===== src/rtl/aer_array_readout.sv =====
// rtl/aer_array_readout.sv - event-camera array readout: round-robin row/column arbitration into an AER event FIFO
module aer_array_readout #(
  parameter int ROWS       = 8,
  parameter int COLS       = 8,
  parameter int POL_W      = 2,
  parameter int TS_W       = 16,
  parameter int FIFO_DEPTH = 4,
  localparam int ROW_AW    = $clog2(ROWS),
  localparam int COL_AW    = $clog2(COLS),
  localparam int EV_W      = ROW_AW + COL_AW + 1 + TS_W,
  localparam int LVL_W     = $clog2(FIFO_DEPTH) + 1
) (
  input  logic                        clk_i,
  input  logic                        reset_i,
  input  logic                        enable_i,
  input  logic [ROWS*COLS*POL_W-1:0]  req_i,
  output logic [ROWS*COLS-1:0]        gnt_o,
  output logic                        ev_valid_o,
  input  logic                        ev_ready_i,
  output logic [EV_W-1:0]             ev_data_o,
  output logic [LVL_W-1:0]            fifo_level_o,
  output logic                        busy_o
);
  localparam int FIFO_AW = $clog2(FIFO_DEPTH);
  localparam int ROW_SW  = ROW_AW + 1;
  localparam int COL_SW  = COL_AW + 1;

  typedef enum logic [1:0] {S_IDLE, S_ROW_SEL, S_COL_SEL} state_t;
  state_t r_state, w_state_nxt;

  logic [TS_W-1:0]      r_ts;
  logic [ROW_AW-1:0]    r_row, r_row_ptr;
  logic [COL_AW-1:0]    r_col_ptr;
  logic [COLS-1:0]      r_served;
  logic [ROWS*COLS-1:0] r_gnt;

  logic [COLS-1:0]      w_pix_req [ROWS];
  logic [COLS-1:0]      w_pix_on  [ROWS];
  logic [ROWS-1:0]      w_row_req;

  always_comb begin
    w_row_req = '0;
    for (int r = 0; r < ROWS; r++) begin
      w_pix_req[r] = '0;
      w_pix_on[r]  = '0;
      for (int c = 0; c < COLS; c++) begin
        w_pix_req[r][c] = |req_i[(r*COLS+c)*POL_W +: POL_W];
        w_pix_on[r][c]  = req_i[(r*COLS+c)*POL_W];
      end
      w_row_req[r] = |w_pix_req[r];
    end
  end

  // Row arbiter: scan from the pointer upward, wrapping modulo ROWS
  logic [ROW_SW-1:0] w_row_sum;
  logic [ROW_AW-1:0] w_row_idx, w_row_win, w_row_ptr_nxt;
  logic              w_row_found;

  always_comb begin
    w_row_found = 1'b0;
    w_row_win   = '0;
    w_row_sum   = '0;
    w_row_idx   = '0;
    for (int i = 0; i < ROWS; i++) begin
      w_row_sum = {1'b0, r_row_ptr} + ROW_SW'(i);
      w_row_idx = (w_row_sum >= ROW_SW'(ROWS)) ? ROW_AW'(w_row_sum - ROW_SW'(ROWS)) : ROW_AW'(w_row_sum);
      if (!w_row_found && w_row_req[w_row_idx]) begin
        w_row_found = 1'b1;
        w_row_win   = w_row_idx;
      end
    end
    w_row_ptr_nxt = (w_row_win == ROW_AW'(ROWS-1)) ? '0 : w_row_win + 1'b1;
  end

  // Column arbiter over the latched row, excluding pixels already served this visit
  logic [COLS-1:0]   w_cand;
  logic [COL_SW-1:0] w_col_sum;
  logic [COL_AW-1:0] w_col_idx, w_col_win, w_col_ptr_nxt;
  logic              w_col_found;
  logic              w_pol;

  always_comb begin
    w_cand      = w_pix_req[r_row] & ~r_served;
    w_col_found = 1'b0;
    w_col_win   = '0;
    w_col_sum   = '0;
    w_col_idx   = '0;
    for (int i = 0; i < COLS; i++) begin
      w_col_sum = {1'b0, r_col_ptr} + COL_SW'(i);
      w_col_idx = (w_col_sum >= COL_SW'(COLS)) ? COL_AW'(w_col_sum - COL_SW'(COLS)) : COL_AW'(w_col_sum);
      if (!w_col_found && w_cand[w_col_idx]) begin
        w_col_found = 1'b1;
        w_col_win   = w_col_idx;
      end
    end
    w_col_ptr_nxt = (w_col_win == COL_AW'(COLS-1)) ? '0 : w_col_win + 1'b1;
    w_pol         = w_pix_on[r_row][w_col_win];
  end

  logic [EV_W-1:0]    r_mem [FIFO_DEPTH];
  logic [FIFO_AW-1:0] r_wr_ptr, r_rd_ptr;
  logic [LVL_W-1:0]   r_level;
  logic               w_full, w_pop, w_push, w_row_take;
  logic [EV_W-1:0]    w_ev;
  logic [ROWS*COLS-1:0] w_gnt_nxt;

  assign w_full    = (r_level == LVL_W'(FIFO_DEPTH));
  assign w_pop     = (r_level != '0) && ev_ready_i;
  assign w_ev      = {r_row, w_col_win, w_pol, r_ts};
  assign w_gnt_nxt = (ROWS*COLS)'(1) << (int'(r_row) * COLS + int'(w_col_win));

  always_comb begin
    w_state_nxt = r_state;
    w_push      = 1'b0;
    w_row_take  = 1'b0;
    case (r_state)
      S_IDLE: begin
        if (enable_i) w_state_nxt = S_ROW_SEL;
      end
      S_ROW_SEL: begin
        if (!enable_i) begin
          w_state_nxt = S_IDLE;
        end else if (w_row_found) begin
          w_row_take  = 1'b1;
          w_state_nxt = S_COL_SEL;
        end
      end
      S_COL_SEL: begin
        if (!enable_i) begin
          w_state_nxt = S_IDLE;
        end else if (!w_col_found) begin
          w_state_nxt = S_ROW_SEL;
        end else if (!w_full) begin
          w_push = 1'b1;
        end
      end
      default: w_state_nxt = S_IDLE;
    endcase
  end

  always_ff @(posedge clk_i or posedge reset_i) begin
    if (reset_i) begin
      r_state   <= S_IDLE;
      r_ts      <= '0;
      r_row     <= '0;
      r_row_ptr <= '0;
      r_col_ptr <= '0;
      r_served  <= '0;
      r_gnt     <= '0;
    end else begin
      r_state <= w_state_nxt;
      r_ts    <= r_ts + 1'b1;
      r_gnt   <= w_push ? w_gnt_nxt : '0;
      if (w_row_take) begin
        r_row     <= w_row_win;
        r_row_ptr <= w_row_ptr_nxt;
        r_served  <= '0;
      end
      if (w_push) begin
        r_served[w_col_win] <= 1'b1;
        r_col_ptr           <= w_col_ptr_nxt;
      end
    end
  end

  always_ff @(posedge clk_i) begin
    if (w_push) r_mem[r_wr_ptr] <= w_ev;
  end

  always_ff @(posedge clk_i or posedge reset_i) begin
    if (reset_i) begin
      r_wr_ptr <= '0;
      r_rd_ptr <= '0;
      r_level  <= '0;
    end else begin
      if (w_push) r_wr_ptr <= r_wr_ptr + 1'b1;
      if (w_pop)  r_rd_ptr <= r_rd_ptr + 1'b1;
      case ({w_push, w_pop})
        2'b10:   r_level <= r_level + 1'b1;
        2'b01:   r_level <= r_level - 1'b1;
        default: r_level <= r_level;
      endcase
    end
  end

  // Head is masked when empty so stale storage never appears on the bus
  assign gnt_o        = r_gnt;
  assign ev_valid_o   = (r_level != '0);
  assign ev_data_o    = ev_valid_o ? r_mem[r_rd_ptr] : '0;
  assign fifo_level_o = r_level;
  assign busy_o       = (r_state != S_IDLE);

endmodule


===== config.mk =====
export PLATFORM = sky130hd
export DESIGN_NAME = aer_array_readout
export DESIGN_NICKNAME = d
export VERILOG_FILES = /design/src/rtl/aer_array_readout.sv
export SDC_FILE = /design/constraint.sdc
export NUM_CORES = 1
export LEC_CHECK = 0
export BUFFER_PORTS_ARGS = -buffer_cell sky130_fd_sc_hd__buf_2
export CORE_MARGIN = 4
export CORE_UTILIZATION = 25
export CTS_CLUSTER_SIZE = 8
export DETAILED_ROUTE_END_ITERATION = 12
export PLACE_DENSITY = 0.53
export SYNTH_ARGS = -nofsm -noshare
export SYNTH_HDL_FRONTEND = slang
export SYNTH_SLANG_ARGS = --single-unit

===== constraint.sdc =====
create_clock -name clk_i -period 12.45 [get_ports clk_i]
set_input_delay 2.49 -clock clk_i [delete_from_list [all_inputs] [get_ports clk_i]]
set_output_delay 2.49 -clock clk_i [all_outputs]
set_load 0.1 [all_outputs]

==> flow_summary.toml, run 1 <==
[drt]
num_vias = 8277
met3WireLength_um = 2030
drtAntennaViolNets = 0
totalWireLength_um = 34700
wl_per_cell_um = 20.5
dr.pass1.iters = 5
drtIter0Drc = 514
wl_met1_um = 15000
viasPerCell = 4.89
dr.max_layer_used = "met4"
wl_met2_um = 17000
route.detailed.drc = 0

[synthesis]
synth_top_family_by_area = "multiplexers"
netlist_instances = 884
synth_mux_area_share_pct = 18.4
yosysTopAreaCell = "edfxtp_1"
synth_compound_area_share_pct = 8.47
synth_top_flop_cell = "dfrtp_1"
synthAdderAreaFrac_pct = 2.25
ys_async_sr_fraction_pct = 53.5
ys_top_cells_by_area = "edfxtp_1, dfrtp_1, mux4_2"
synth.distinct_cells = 84
synth_edf_count = 92
synth-simple-area-share_pct = 15.8
synth-xor-area-share_pct = 2.01
synth-seq-cells = 198
ys_warn_count = 0
ys_seq_area_share_pct = 49.8
synth_nets = 1035
synth_top_area_share_pct = 25.4
syn_area_per_cell_um2 = 12.3
synth_area_um2 = 10900

[grt]
antenna_found_initial = 0
grt_usage_pct = 14.6
overflow = 0
grt_max_degree = 57
grt_pass1_wl_um = 52900
first_global_vias = 8571

[placed_design]
gp_congestion = 0.940
port-buffer-count = 223
dpl.hpwl_um = 26800
place_inst = 1659

[clocking]
cts_sinks = 198
clock_latency_ps = 430
cts.htree.levels = 4
cts_inserted_buffers = 17
cts_resized = 0
post-cts-setup-buffers = 0
cts_tree = "done"
cts_hold_buf = 0
cts_root_buf = "clkbuf_16"
clk_pin_slew_ps = 80
cts.path.max_buffers = 2

[outcome]
status = "complete, no violations"

[sta]
hold_viol = 0
max_freq_mhz = 153
skew_ps = 12.1
maxSlewViolCount = 0
finalSetupViolations = 0
whs_ps = 512
setup-tns-final_ps = 0
fin_crit_sh_pct = 52.4
rsz0062_at_grt = "false"
tightest_slew_ps = 1040
fin_crit_ps = 6520
relSlewSlack_pct = 30.4

[floorplan]
core_um2 = 43100
ioPinCount = 224
rows = 76
initial_core_util_pct = 25.2
dieArea_um2 = 46900
die_y_um = 217
die_w_um = 217

[finish]
fillers = 4398
final_util_pct = 30.7
n_antenna_cell = 0
layout.nets = 1244
fin_cells = 1691
syn2layout_area_growth_pct = 21.7
drive_gt1_share_pct = 34.8

[power_and_ir_drop]
p_int_mw = 1.81
p_comb_share_pct = 61.2
ir_drop_mv = 0.205
power_density_nw_per_um2 = 280
p_sw_share_pct = 51.1
clkPwrFrac_pct = 15.7
p_leak_nw = 5.31
seqPwrFrac_pct = 23.1
p_sw_mw = 1.89

[worst_hold_path]
worstHoldStart = "r_row[2]"
hp-class = "reg -> reg"

[setup_path]
cp-end-kind = "flip-flop"
critPathKind = "in -> reg"
required_ps = 12770
crit_start = "req_i[76]"
r2r-start = "r_col_ptr[1]"
cp_max_fo = 17
crit_arrival_ps = 6840
startpoint_type = "input port"

[run]
drv_cap = 0
[metrics by stage]
| step | area (um^2) | setup WS [ps] | power (mW) |
|---|---|---|---|
| 3_3_place_gp | 12600 | 5590 | 3.13 |
| 4_1_cts | 13200 | 5990 | 3.73 |
| 6_report | 13200 | 5930 | 3.70 |
| 3_5_place_dp | 12600 | 5530 | 3.15 |
| 2_1_floorplan | 10900 | 6130 | 2.61 |
| 5_1_grt | 13200 | 5650 | 3.93 |
[area by class of cell]
cell class	instances	area (um^2)	share of cell area, %
Inverter	33	135	1.02
Multi-Input combinational cell	608	5100	38.5
Tap cell	585	732	5.53
Clock buffer	17	425	3.22
Sequential cell	198	5420	40.9
Clock inverter	15	218	1.65
Timing Repair Buffer	235	1210	9.12
[critical path, cell delays in order]
cell and delay (ps):
buf_2 130, nor4_1 70, a2111oi_0 760, a22o_1 480
mux2i_1 270, mux4_2 590, nand2_1 100, o31a_1 180
and4b_1 670, clkinv_2 240, ha_1 260, inv_1 70
fa_1 170, xor2_1 160, nor2_1 60, xor2_1 140
[registers in the layout (all words and copies together) (netlist names)]
register      count
gnt_o            64
r_row_ptr         3
r_rd_ptr          2
r_served          8
r_mem            92
fifo_level_o      3
r_state           2
r_ts             16
r_wr_ptr          2
r_col_ptr         3
r_row             3
[routing by layer]
| metal | up-vias | global-route usage (%) |
|---|---|---|
| met5 | - | 0 |
| met4 | 0 | 3.71 |
| met3 | 33 | 2.92 |
| met2 | 343 | 25.1 |
| met1 | 4132 | 19.0 |
| li1 | 3769 | - |
[power by group through the flow]
stage / clock network, mW / registers, mW / logic (mW)
after floorplan: 0 / 0.874 / 1.74
after CTS: 0.596 / 0.855 / 2.28
after global routing: 0.627 / 0.866 / 2.44
after detailed placement: 0 / 0.868 / 2.28
after global placement: 0 / 0.868 / 2.26
final: 0.580 / 0.856 / 2.27
[placed cells by master, fill, tap and decap left out, drive strengths merged, types with 8 or more instances in the layout]
cell    netlist  final
nor2        131    131
clkinv        4      9
nor4         31     31
dfrtp       106    106
and4         10     10
mux2         16     16
nor3         10     10
xnor2        16     16
nand2        60     60
mux2i        14     14
o21ai        19     19
and2         32     32
edfxtp       92     92
mux4         74     74
clkbuf       22     17
ha           18     18
inv          29     39
nand4         8      8
buf          23    235
a21oi        14     14
xor2          9      9
nand3        18     18
or2          16     16
a221oi        8      8
[cell usage after synthesis (4+ instances only)]
cell	count
nor2_1	131
dfrtp_1	106
edfxtp_1	92
mux4_2	74
nand2_1	59
nor4_1	31
and2_1	29
inv_1	24
clkbuf_1	22
ha_1	18
o21ai_0	17
nand3_1	16
xnor2_1	16
a21oi_1	13
mux2_2	13
mux2i_1	13
buf_2	12
and4_1	10
nor3_1	10
xor2_1	9
a221oi_1	8
nand4_1	8
or2_1	8
a22o_1	7
nand2b_1	7
o211ai_1	7
o22ai_1	7
or2_2	7
a211oi_1	5
a32o_1	5
buf_6	5
a22oi_1	4
and3_1	4
buf_1	4
inv_2	4
[cells by family after synthesis]
| group | count (synthesis) |
|---|---|
| muxes | 104 |
| DFF | 198 |
| buffers and inverters | 78 |
| and+or+nand+nor | 344 |
| AOI/OAI and AO/OA | 116 |
| adders and majority gates | 19 |
| xor gates and xnor gates | 25 |
[path summary, 6_finish.rpt]
path                              endpoint  slack [ps]  cells after the start
setup / recovery           fifo_level_o[2]        5930                     16
hold / removal                    r_row[2]         510                      1
setup reg to reg           fifo_level_o[2]        6960                     16
hold reg to reg                   r_row[2]         510                      1
max in group asynchronous          r_ts[0]        9120                      3
min in group asynchronous        gnt_o[53]        2180                      2
(Power assumes the default switching activity.)
==> run 2: changes to the inputs <==
--- a/config.mk
+++ b/config.mk
@@ -5,12 +5,13 @@
 export SDC_FILE = /design/constraint.sdc
 export NUM_CORES = 1
 export LEC_CHECK = 0
+export ABC_AREA = 1
 export BUFFER_PORTS_ARGS = -buffer_cell sky130_fd_sc_hd__buf_2
 export CORE_MARGIN = 4
 export CORE_UTILIZATION = 25
 export CTS_CLUSTER_SIZE = 8
 export DETAILED_ROUTE_END_ITERATION = 12
-export PLACE_DENSITY = 0.53
+export PLACE_DENSITY = 0.54
 export SYNTH_ARGS = -nofsm -noshare
 export SYNTH_HDL_FRONTEND = slang
 export SYNTH_SLANG_ARGS = --single-unit
==> constraint.sdc (replaced) <==
create_clock -name clk_i -period 5.6 [get_ports clk_i]
set_input_delay 1.12 -clock clk_i [delete_from_list [all_inputs] [get_ports clk_i]]
set_output_delay 1.12 -clock clk_i [all_outputs]
set_load 0.1 [all_outputs]
==> run 2 against run 1 <==
Against the previous run: worst setup slack got worse by 4800 ps; first-iteration DRC count is 44% higher; wire length increased by 3.8%; synthesized cell count rose by 49%; largest cell class unchanged; largest power group unchanged.
==> flow_summary.toml, run 2 <==
[power_and_ir_drop]
p_int_mw = 3.68
finalPower_mw = 8.80
power_density_nw_per_um2 = 673
seqPwrFrac_pct = 22.1
p_comb_share_pct = 63.9
ir_drop_mv = 0.486
p_sw_share_pct = 58.2
clkPwrFrac_pct = 13.9
p_sw_mw = 5.12
p_leak_nw = 5.89

[grt]
use_met1_pct = 20.6
grt_max_degree = 72
grt_util_met2_pct = 24.4
use_met3_pct = 3.80
first_global_vias = 9623
overflow = 0
grt_pass1_wl_um = 55600
grt_usage_pct = 15.2
antenna_found_initial = 1
grt.busiest_layer = "met2"

[synthesis]
synth_edf_count = 92
netlist_instances = 1320
ys_warn_count = 0
ys_top_cells_by_area = "edfxtp_1, dfrtp_1, nor2_1"
synth_top_flop_cell = "dfrtp_1"
synth_area_um2 = 10800
syn_area_per_cell_um2 = 8.20
yosysMostFrequentCell = "nor2_1"
yosysTopAreaCell = "edfxtp_1"
synth_nets = 1471
yosys-top-cells-count = "nor2_1, nand2_1, nand3_1"
synth-seq-cells = 198
ys_seq_area_share_pct = 50.0
ys_async_sr_fraction_pct = 53.5
synth_top_area_share_pct = 25.5
synth.distinct_cells = 47

[sta]
max_freq_mhz = 226
fin_crit_sh_pct = 79.1
setup-tns-final_ps = 0
fin_crit_ps = 4430
rsz0062_at_grt = "false"
hold_viol = 0
finalSetupViolations = 0
skew_ps = 12.3
tightest_slew_ps = 1020
maxSlewViolCount = 0
relSlewSlack_pct = 31.6

[finish]
final_cell_mix = "nor2_1, nand2_1, buf_2"
max_flop_register = "r_mem"
syn2layout_area_growth_pct = 20.7
largest_reg_flops = 92
final_util_pct = 30.8
final_common_cell = "nor2_1"
drive_gt1_share_pct = 21.9
layout.nets = 1665

[setup_path]
path_buf_inv = 2
cp.depth = 22
path_common_cell = "nand3_1"
path_cells = "buf_4 > nand3_1 > nand3_1 > nand3_1 > nand3_1 > nand2_1 > nand2_1 > nand2_2 > nand2_1 > nand2_1 > nand2_2 > nand3_1 > nor2_1 > nand4_1 > nand3_1 > nor2_1 > nor2_2 > ha_1 > inv_1 > nor3_1 > nand2_1 > nor2_1"
r2r_end = "gnt_o[6]"
worstRegToRegCells = 22
cp_max_fo = 46
cp-endpoint = "gnt_o[6]"
cp_slowest_cell = "dfrtp_2"
r2r-start = "r_row[0]"
crit_arrival_ps = 4810
critPathMaxStageDelay_ps = 740
ff2ff_setup_slack_ps = 1170
critPathKind = "reg -> reg"
required_ps = 5980
cp-end-kind = "flip-flop"
crit_family = "simple AND/OR/NAND/NOR gates"
startpoint_type = "flip-flop"
crit_start = "r_row[0]"

[placed_design]
dpl.hpwl_um = 26200
gp_congestion = 0.916
port-buffer-count = 223

[clocking]
cts_resized = 0
clock_latency_ps = 460
cts_hold_buf = 0
cts_inserted_buffers = 17
cts_sinks = 198
cts.path.max_buffers = 2
cts_root_buf = "clkbuf_16"
post-cts-setup-buffers = 0
clk_pin_slew_ps = 80
cts.htree.levels = 4
cts_tree = "done"

[floorplan]
ioPinCount = 224
initial_core_util_pct = 25.5
core_um2 = 42400
die_w_um = 216
die_y_um = 216
rows = 75
dieArea_um2 = 46700

[drt]
drtIter0Drc = 742
totalWireLength_um = 36100
dr.pass1.iters = 5
wl_per_cell_um = 17.1
viasPerCell = 4.64
num_vias = 9770
drtAntennaViolNets = 0
route.detailed.drc = 0

[outcome]
status = "complete, no violations"

[run]
drv_cap = 0

[worst_hold_path]
hp-class = "reg -> reg"
run 2: cell types whose count changed after synthesis, sizes merged, moves of 69 or more:
cell | before | now
inv | 29 | 98
mux4 | 74 | 0
nand2 | 60 | 263
nand3 | 18 | 153
o21ai | 19 | 109
nor2 | 131 | 278
run 2: cells by family (layout without fill, tap and decap cells):
group | Yosys count | count (layout) | synth area share [%]
simple gates | 740 | 740 | 30.2
flops | 198 | 198 | 50.0
compound gates | 173 | 173 | 8.70
buf+inv | 164 | 371 | 6.70
xor+xnor | 24 | 24 | 1.94
fa+ha+maj | 19 | 19 | 2.27
mux | 2 | 2 | 0.185
other cells | 0 | 1 | 0
run 2: per-layer routing:
metal	up-vias	wire length, um
met5	-	0
met4	0	795
met3	43	2040
met2	277	16900
met1	4701	16300
li1	4749	-
run 2: how the worst min path moves through the flow:
stage / startpoint / end / slack, ps / cells past startpoint
6_report: r_wr_ptr[0] / r_wr_ptr[0] / 540 / 1
5_1_grt: r_ts[0] / r_ts[0] / 570 / 1
4_1_cts: r_wr_ptr[0] / r_wr_ptr[0] / 540 / 1
3_5_place_dp: r_wr_ptr[0] / r_wr_ptr[0] / 530 / 1
3_3_place_gp: r_wr_ptr[0] / r_wr_ptr[0] / 520 / 1
2_1_floorplan: r_served[7] / r_served[7] / 450 / 2
run 2: power groups by stage:
stage	clock network [mW]	logic [mW]	registers, mW
6_report	1.23	5.62	1.95
5_1_grt	1.33	6.22	1.97
4_1_cts	1.27	5.70	1.95
3_5_place_dp	0	5.68	1.98
3_3_place_gp	0	5.70	1.98
2_1_floorplan	0	4.30	1.95
run 2: final cells by class:
| class | count | area (um^2) |
|---|---|---|
| fill | 4555 | 29300 |
| sequential | 198 | 5420 |
| multi-input combinational | 958 | 4700 |
| timing repair buffer | 239 | 1250 |
| tap | 577 | 722 |
| clock buffer | 17 | 425 |
| inverter | 100 | 390 |
| clock inverter | 15 | 165 |
| antenna | 1 | 2.50 |
run 2: worst reg2reg max path, cell delays in order (launching register included):
cell and delay [ps]:
dfrtp_2 740, buf_4 530, nand3_1 160, nand3_1 100, nand3_1 140, nand3_1 170
nand2_1 90, nand2_1 150, nand2_2 100, nand2_1 90, nand2_1 60, nand2_2 110
nand3_1 130, nor2_1 190, nand4_1 110, nand3_1 150, nor2_1 70, nor2_2 350
ha_1 270, inv_1 110, nor3_1 280, nand2_1 140, nor2_1 110
run 2: per-stage QoR:
stage | cell area (um^2) | instances | setup WS, ps | hold WS (ps)
2_1_floorplan | 10800 | 1320 | 1530 | 450
3_3_place_gp | 12500 | 2072 | 863 | 520
3_5_place_dp | 12500 | 2072 | 924 | 526
4_1_cts | 13100 | 2104 | 1110 | 541
5_1_grt | 13100 | 2104 | 546 | 573
6_report | 13100 | 2105 | 1170 | 537
==> run 3: changes to the inputs <==
==> constraint.sdc (replaced) <==
create_clock -name clk_i -period 3.6 [get_ports clk_i]
set_input_delay 0.72 -clock clk_i [delete_from_list [all_inputs] [get_ports clk_i]]
set_output_delay 0.72 -clock clk_i [all_outputs]
set_load 0.1 [all_outputs]
==> run 3 against run 2 <==
Against the previous run: count of clock-buffer cells in the layout grew 1; worst setup slack got worse by 1000 ps; largest power group unchanged; sequential cell count unchanged; maximum frequency rose by 28%; global-route usage is 0.37 points higher; critical endpoint is now fifo_level_o[2].
==> flow_summary.toml, run 3 (synthesis gave the netlist of run 2 again) <==
[clocking]
cts_root_buf = "clkbuf_16"
clk_pin_slew_ps = 80
cts_tree = "done"
cts_hold_buf = 0
cts_sinks = 198
clock_latency_ps = 440
cts.htree.levels = 4
cts_inserted_buffers = 17
cts.path.max_buffers = 2

[grt]
grt_pass1_wl_um = 57600
grt_max_degree = 54
antenna_found_initial = 0
first_global_vias = 10500
overflow = 0
grt_usage_pct = 15.6

[finish]
final_cell_mix = "nor2_1, nand2_1, buf_2"
final_common_cell = "nor2_1"
fin_cells = 2279
layout.nets = 1840
max_flop_register = "r_mem"
fillers = 4485
drive_gt1_share_pct = 36.4
largest_reg_flops = 92
n_antenna_cell = 0
syn2layout_area_growth_pct = 39.5

[outcome]
status = "complete, no violations"

[floorplan]
rows = 75
die_y_um = 216
die_w_um = 216
initial_core_util_pct = 25.5
ioPinCount = 224
core_um2 = 42400
dieArea_um2 = 46700

[power_and_ir_drop]
finalPower_mw = 16.3
p_int_mw = 7.47
p_leak_nw = 6.92
clkPwrFrac_pct = 11.8
p_sw_share_pct = 54.2
p_sw_mw = 8.86
seqPwrFrac_pct = 17.8
p_comb_share_pct = 70.4
ir_drop_mv = 0.693
power_density_nw_per_um2 = 1080

[setup_path]
cp_slowest_cell = "dfrtp_4"
startpoint_type = "flip-flop"
critPathMaxStageDelay_ps = 570
cp_max_fo = 8
critPathKind = "reg -> reg"
required_ps = 3920
crit_arrival_ps = 3790
cp-end-kind = "flip-flop"
path_cells = "buf_12 > nand3_1 > nand3_1 > nand3_1 > nand3_2 > nand2_1 > nand2_2 > nand2_2 > nand3_2 > nand2_2 > nor2_4 > nand4_2 > nor3_2 > nand2_1 > nand3_2 > nor2_4 > inv_2 > ha_4 > inv_4 > fa_2 > a21oi_2 > o21ai_1 > xor2_1"

[sta]
skew_ps = 12.6
hold_viol = 0
max_freq_mhz = 288
tightest_slew_ps = 937
fin_crit_ps = 3470
relSlewSlack_pct = 37.4
maxSlewViolCount = 0
rsz0062_at_grt = "true"
fin_crit_sh_pct = 96.5
setup_ws_ps = 127
whs_ps = 421
finalSetupViolations = 0

[drt]
drtIter0Drc = 740
viasPerCell = 4.59
drtAntennaViolNets = 0
totalWireLength_um = 38200
num_vias = 10500
wl_per_cell_um = 16.8
route.detailed.drc = 0
dr.pass1.iters = 7

[placed_design]
pre_cts_slack_ps = -186
dpl.hpwl_um = 27600
port-buffer-count = 223
gp_congestion = 0.917
place_inst = 2225

[run]
drv_cap = 0

[worst_hold_path]
hp-class = "in -> async"
[run 3: worst paths after layout]
kind | start | endpoint | slack (ps) | depth (start not counted)
setup / recovery | r_row[0] | fifo_level_o[2] | 130 | 23
min in group clk_i | r_served[7] | r_served[7] | 520 | 2
hold / removal | reset_i | gnt_o[43] | 420 | 2
max in group asynchronous | reset_i | gnt_o[8] | 2390 | 3
hold reg to reg | r_served[7] | r_served[7] | 520 | 2
setup reg to reg | r_row[0] | fifo_level_o[2] | 130 | 23
[run 3: final cells by class]
class	instances	area [um^2]	share of cell area, %
inverters	100	402	2.66
repair buffers	413	2730	18.1
multi-input cells	958	5230	34.6
flip-flops and latches	198	5420	35.9
repair inverters	1	8.76	0.0580
well taps	577	722	4.78
clock buffers	18	429	2.84
clock inverters	14	159	1.05
[run 3: metal layers]
| metal | vias up | routed length (um) | global-route usage [%] |
|---|---|---|---|
| met4 | 0 | 725 | 3.78 |
| met3 | 57 | 2120 | 3.19 |
| met5 | - | 0 | 0 |
| met1 | 5023 | 16800 | 20.5 |
| li1 | 5098 | - | - |
| met2 | 272 | 18500 | 26.5 |
[run 3: power groups by stage]
stage | Combinational, mW | Sequential, mW | Clock [mW]
after detailed placement | 10.4 | 2.93 | 0
final | 11.5 | 2.91 | 1.92
after CTS | 10.4 | 2.89 | 1.97
after floorplan | 6.80 | 3.03 | 0
after global routing | 12.5 | 2.94 | 2.07
after global placement | 10.3 | 2.93 | 0
[run 3: through the flow]
step / instance area [um^2] / util (%) / setup TNS (ps)
3_5_place_dp: 13800 / 32.6 / -5860
3_3_place_gp: 13800 / 32.6 / -5970
5_1_grt: 15100 / 35.6 / -318
6_report: 15100 / 35.6 / 0
2_1_floorplan: 10900 / - / -18880
4_1_cts: 14400 / 34.0 / 0
[run 3: worst max-delay path: cells and delay by family, from the launching register on]
kind | cells | cell delay [ps]
simple gates | 15 | 1610
buf+inv | 3 | 300
xor+xnor | 1 | 160
compound gates | 2 | 200
fa+ha+maj | 2 | 500
flops | 1 | 570
[run 3: timing repair]
action / CTS / global route
hold endpoints to repair: 0 / 0
setup endpoints to repair: 0 / 63
buffers inserted: 0 / 18
resized for setup: 0 / 117
